==> config.mk <==
export PLATFORM = sky130hd
export DESIGN_NAME = serial_add_sequencer
export DESIGN_NICKNAME = d
export VERILOG_FILES = /design/src/rtl/serial_add_sequencer.sv
export SDC_FILE = /design/constraint.sdc
export NUM_CORES = 1
export LEC_CHECK = 0
export BUFFER_PORTS_ARGS = -buffer_cell sky130_fd_sc_hd__buf_2
export CORE_MARGIN = 10
export CORE_UTILIZATION = 40
export DETAILED_ROUTE_END_ITERATION = 10
export GPL_TIMING_DRIVEN = 0
export PLACE_DENSITY = 0.69
export SYNTH_ARGS = -nofsm -noshare
export SYNTH_HDL_FRONTEND = slang
export SYNTH_SLANG_ARGS = --single-unit
export TNS_END_PERCENT = 50
==> constraint.sdc <==
create_clock -name clk -period 3.23 [get_ports clk]
set_clock_uncertainty 0.15 [all_clocks]
set_input_delay 0.646 -clock clk [delete_from_list [all_inputs] [get_ports clk]]
set_output_delay 0.646 -clock clk [all_outputs]
set_load 0.02 [all_outputs]
==> src/rtl/serial_add_sequencer.sv <==
// Bit-serial WIDTH-bit adder/subtractor: one full-adder evaluation per clock, LSB first,
// with valid/ready handshakes on the operand and result sides and ALU-style flags.
module serial_add_sequencer #(
    parameter int unsigned WIDTH     = 64,
    parameter real         gateDelay = 0.05
) (
    input  logic             clk,
    input  logic             reset_n,
    input  logic             start_valid,
    output logic             start_ready,
    input  logic [WIDTH-1:0] a,
    input  logic [WIDTH-1:0] b,
    input  logic             sub,
    output logic             result_valid,
    input  logic             result_ready,
    output logic [WIDTH-1:0] sum,
    output logic             carry_out,
    output logic             overflow,
    output logic             zero,
    output logic             negative,
    output logic             busy
);

    localparam int unsigned CW = $clog2(WIDTH);
    localparam logic [CW-1:0] LastCnt = CW'(WIDTH - 1);
    localparam logic [CW-1:0] MsbCnt  = CW'(WIDTH - 2);

    // The cell delay only matters to gate-level models; here it is just sanity-checked.
    if (WIDTH < 2 || gateDelay < 0.0) begin : g_param_check
        $error("serial_add_sequencer: WIDTH must be >= 2 and gateDelay non-negative");
    end

    typedef enum logic [1:0] {
        StIdle,
        StRun,
        StDone
    } state_t;

    state_t           r_state;
    state_t           w_state_next;
    logic [WIDTH-1:0] r_sh_a;
    logic [WIDTH-1:0] r_sh_b;
    logic [WIDTH-1:0] r_sum;
    logic [CW-1:0]    r_count;
    logic             r_carry;
    logic             r_c_msb_in;
    logic             r_carry_out;
    logic             r_overflow;
    logic             w_accept;
    logic             w_s;
    logic             w_c;

    assign w_accept = start_valid && (r_state == StIdle);

    // Single full-adder cell shared across all bit positions.
    assign w_s = r_sh_a[0] ^ r_sh_b[0] ^ r_carry;
    assign w_c = (r_sh_a[0] & r_sh_b[0]) | (r_carry & (r_sh_a[0] ^ r_sh_b[0]));

    always_ff @(posedge clk or negedge reset_n) begin
        if (!reset_n) begin
            r_state <= StIdle;
        end else begin
            r_state <= w_state_next;
        end
    end

    always_comb begin
        w_state_next = r_state;
        case (r_state)
            StIdle: if (w_accept) w_state_next = StRun;
            StRun:  if (r_count == LastCnt) w_state_next = StDone;
            StDone: if (result_ready) w_state_next = StIdle;
            default: w_state_next = StIdle;
        endcase
    end

    always_ff @(posedge clk or negedge reset_n) begin
        if (!reset_n) begin
            r_sh_a      <= '0;
            r_sh_b      <= '0;
            r_sum       <= '0;
            r_count     <= '0;
            r_carry     <= 1'b0;
            r_c_msb_in  <= 1'b0;
            r_carry_out <= 1'b0;
            r_overflow  <= 1'b0;
        end else if (w_accept) begin
            // Subtraction is A + ~B + 1: invert B here and seed the carry with sub.
            r_sh_a      <= a;
            r_sh_b      <= b ^ {WIDTH{sub}};
            r_carry     <= sub;
            r_count     <= '0;
            r_sum       <= '0;
            r_c_msb_in  <= 1'b0;
            r_carry_out <= 1'b0;
            r_overflow  <= 1'b0;
        end else if (r_state == StRun) begin
            r_sum   <= {w_s, r_sum[WIDTH-1:1]};
            r_sh_a  <= r_sh_a >> 1;
            r_sh_b  <= r_sh_b >> 1;
            r_carry <= w_c;
            if (r_count == MsbCnt) begin
                r_c_msb_in <= w_c;
            end
            if (r_count == LastCnt) begin
                r_carry_out <= w_c;
                r_overflow  <= w_c ^ r_c_msb_in;
            end else begin
                r_count <= r_count + 1'b1;
            end
        end
    end

    assign start_ready  = (r_state == StIdle);
    assign result_valid = (r_state == StDone);
    assign busy         = (r_state != StIdle);
    assign sum          = r_sum;
    assign carry_out    = r_carry_out;
    assign overflow     = r_overflow;
    assign zero         = (r_state == StDone) && (r_sum == '0);
    assign negative     = (r_state == StDone) && r_sum[WIDTH-1];

endmodule

# Word-level counts from Yosys, hierarchy flattened
# Index checks and enable logic that the tools add are counted.
[op_classes]
addsub = 1
eq_ne = 8
n_mux = 24
bitwise_logic = 7
reduce_logical = 13
[ops]
columns = ["operator", "count"]
rows = [
  ["2-to-1 mux 64 bit", 6],
  ["zero test 64 bit", 1],
  ["bitwise XOR 64 bit", 1],
  ["2-to-1 mux 6 bit", 3],
  ["== test 6 bit (second input constant)", 2],
  ["2-to-1 mux 1 bit", 11],
  ["nonzero test 2 bit", 4],
  ["adder 6 x 1 -> 6 bit (second input constant)", 1],
  ["2-to-1 mux 2 bit", 3],
  ["one-hot mux 2 bit (3 select lines)", 1],
  ["AND reduction 2 bit", 3],
  ["!= test 2 x 1 -> 1 bit (second input constant)", 2],
  ["!= test 2 bit (second input constant)", 2],
  ["logical AND 1 bit", 3],
  ["AND reduction 3 bit", 1],
  ["bitwise XOR 1 bit", 3],
  ["AND 1 bit", 2],
  ["== test 2 x 1 -> 1 bit (second input constant)", 1],
  ["== test 2 bit (second input constant)", 1],
  ["zero test 2 bit", 1],
  ["bitwise OR 1 bit", 1],
]
[word_totals]
reg_bits = 204
input_bits = 133

# Depth between registers and ports, before layout
[logic_depth]
ltp_word = 7
depth_mapped = 6
ltp_nobuf = 5

# Worst setup path before layout
# Ideal clock, no wire load.
[synth_path]
path_type = "reg2out"
start = "register r_sum[35] (netlist: sum[35])"
end = "output port zero"
arrival_time_ns = 1.701
required_time_ns = 2.434
slack_ns = 0.733
path_stages_with_launch = 5
path_buffers = 0
cell_sequence = "dfrtp_1 -> nor4b_1 -> and4_1 -> nand3_1 -> nor4_1"
[synth_via]
elab_chain_len = 2
[synth_lines]
columns = ["element", "line", "rtl"]
rows = [
  ["start, declared", "43", "logic [WIDTH-1:0] r_sum;"],
  ["start signal, assigned", "98", "r_sum <= {w_s, r_sum[WIDTH-1:1]};"],
  ["zero test 64 bit", "120", "assign zero = (r_state == StDone) && (r_sum == '0);"],
  ["logical AND 1 bit", "120", ""],
  ["end, declared", "19", "output logic zero,"],
]
# No other way between the ends.

# Worst setup path in the final report
[layout_path]
start = "register r_sum[26] (netlist: sum[26])"
end = "output port zero"
# The elaborated chain is that of the path after synthesis.

==> results.py <==
metrics = {
    "layout": {
        "fin_util_pct": 50.2,
        "drive_gt1_share_pct": 23.9,
        "nets": 1426,
        "syn2layout_area_growth_pct": 23.9,
        "stdcell_count": 1632,
    },
    "timing": {
        "tightest_slew_ns": 0.866,
        "setup_viol": 0,
        "drv_slew": 0,
        "final_hold_viol_count": 0,
        "fmax_mhz": 329,
        "setup_slack_ns": 0.195,
        "min_period_ns": 3.04,
        "timing.hold.ws_ns": 0.0735,
        "period_share_pct": 94.0,
        "slew_headroom_pct": 42.3,
        "rsz0062_at_grt": "false",
    },
    "die": {
        "num_io_pins": 204,
        "coreArea_um2": 23400,
        "dieArea_um2": 30300,
        "die_h_um": 174,
        "row_count": 56,
        "chipWidth_um": 174,
        "start_util_pct": 40.5,
    },
    "setup_path": {
        "required_ns": 2.43,
        "crit_path_frequent_cell": "nor4_1",
        "worst-path-buf-inv": 1,
        "crit_slowest_cell": "nor4_1",
        "crit_path_start": "sum[26]$_DFFE_PN0P_",
        "startpoint_type": "flip-flop",
        "end_kind": "output port",
        "cp_max_fo": 4,
        "cpLargestDelayFamily": "simple AND/OR/NAND/NOR gates",
        "worst_ep_arrival_time_ns": 2.24,
        "reg2reg_from": "r_state[0]$_DFFE_PN0P_",
        "critPathKind": "reg -> out",
        "ff2ff_setup_slack_ns": 1.35,
        "cp_cell_sequence": "nor4_1, nand4_1, nor4_1, buf_2",
        "max_stage_delay_ns": 0.55,
    },
    "placement": {
        "routabilityCongestion": 0.825,
        "io_buffers": 202,
        "pre_cts_slack_ns": 0.742,
        "hpwl_mm": 18.8,
        "placed_cells": 1583,
    },
    "route": {
        "dr.pass1.iters": 6,
        "detail_route.wl_per_cell_um": 16.0,
        "drc": 0,
        "antenna_left": 0,
        "drt_iter0_drc": 606,
        "wirelength_mm": 26.0,
        "via_per_inst": 5.01,
        "vias": 8184,
    },
    "synth": {
        "synth_top_area_cell": "dfrtp_1",
        "ys_seq_area_share_pct": 53.8,
        "synth_enable_flop_cells": 0,
        "synth_top_flop_cell": "dfrtp_1",
        "synth_nets": 1197,
        "netlist.area_leader.share_pct": 53.8,
        "synth_area_um2": 9480,
        "synth_area_per_cell_um2": 8.94,
        "ys_types": 35,
        "synthArstFlopShare_pct": 100,
        "synthTopCellsByCount": "nand2_1, dfrtp_1, nor2_1, a31oi_1, xor2_1",
        "synth_cells": 1061,
        "synth-seq-cells": 204,
        "yosysMostFrequentCell": "nand2_1",
        "yosysWarnings": 0,
        "synth_area_leaders": "dfrtp_1, nand2_1, xor2_1, a22oi_1, a31oi_1",
    },
    "global_routing": {
        "gr-total-overflow": 0,
        "grt_pass1_wl_mm": 42.7,
        "track_usage_pct": 16.7,
        "grt_max_degree": 115,
        "grt_pass1_vias": 8255,
        "antenna_found_initial": 9,
    },
    "clock_network": {
        "clk_pin_slew_ns": 0.06,
        "cts-buffers-inserted": 24,
        "cts_resized": 0,
        "cts_hold_buf": 0,
        "clk_path_buf_depth": 3,
        "insertion_delay_ns": 0.51,
        "postCtsSetupBuffers": 0,
        "cts-root-buf": "clkbuf_16",
        "tritoncts": "built",
        "clock_sinks": 204,
        "htree_levels": 1,
    },
    "job": {
        "max_cap_viol_count": 0,
    },
    "power_and_ir_drop": {
        "finalPower_w": 0.0109,
        "power_density_nw_per_um2": 930,
        "vdd_ir_drop_max_mv": 0.467,
        "leakagePower_nw": 5.78,
    },
    "status": {
        "status": "finished, final reports clean",
    },
    "min_path": {
        "hp-class": "in -> async",
    },
}
## area by class of cell
cell class                 instances  area [µm²]
antenna                            5        12.5
timing repair buffer             203        1050
clock buffer                      40         762
sequential                       204        5100
inverter                          10        37.5
tap                              319         399
multi-input combinational        768        3900
buffer                            79         438
fill                            2238       11600
clock inverter                     4        47.5
## where the power goes
part	total, W	switching, W	internal (W)
registers	0.00449	0.000796	0.00370
clock network	0.00272	0.00104	0.00168
logic	0.00372	0.00225	0.00147
## per-layer routing
metal | GRT usage, % | routed length, µm | vias to the layer above
met5 | 0 | 32 | -
met4 | 4.10 | 489 | 6
met3 | 4.20 | 1790 | 43
met2 | 26.5 | 12000 | 226
met1 | 22.3 | 11800 | 3906
li1 | - | - | 4003
## sequential cells by signal, indices dropped and copies added, names as in the netlist
| name | flops |
|---|---|
| carry_out | 1 |
| overflow | 1 |
| r_c_msb_in | 1 |
| r_carry | 1 |
| r_count | 6 |
| r_sh_a | 64 |
| r_sh_b | 64 |
| r_state | 2 |
| sum | 64 |
## cell families after synthesis
kind of cell    count (synthesis)  share of synthesized area, %
flops                         204                          53.8
simple gates                  494                          20.7
xor+xnor                       66                          6.10
compound gates                201                          13.5
fa+ha+maj                       3                         0.475
mux                             4                         0.422
buf+inv                        89                          5.01
## path summary, 6_finish.rpt
path,end,cells after the start
max in group asynchronous,r_sh_a[35]$_DFFE_PN0P_,2
min in group clk,r_sh_a[55]$_DFFE_PN0P_,3
setup / recovery,zero,4
hold reg to reg,r_sh_a[43]$_DFFE_PN0P_,2
hold / removal,sum[25]$_DFFE_PN0P_,1
setup reg to reg,r_sh_b[34]$_DFFE_PN0P_,5
## stage by stage
step / instance area, µm² / setup TNS (ns)
5_1_grt: 11700 / 0
2_1_floorplan: 9480 / 0
3_3_place_gp: 10900 / -440.14
6_report: 11800 / 0
3_5_place_dp: 10900 / 0
4_1_cts: 11700 / 0
## layout by cell type, fill, tap and decap left out, types with 2 or more instances in the layout
cell	synthesis	layout
clkbuf_1	10	17
a22oi_1	62	62
a221o_1	2	2
clkbuf_16	0	25
inv_1	10	10
xnor2_1	3	3
nand2b_1	2	2
clkbuf_2	3	3
ha_1	2	2
nor2_1	71	71
nand2_1	382	382
buf_2	47	248
o21ai_1	29	29
a31oi_1	64	64
buf_6	2	2
nor3_1	4	4
clkinv_2	0	2
o21ai_0	39	39
xor2_1	63	63
a21oi_1	2	2
dfrtp_1	204	204
and4_1	2	2
buf_4	17	17
nor4_1	16	16
nand4_1	3	3
nand3_1	8	8
mux2i_1	4	4
diode_2	0	5
clkbuf_8	0	8
No activity file was read; power rests on OpenSTA's default activity.
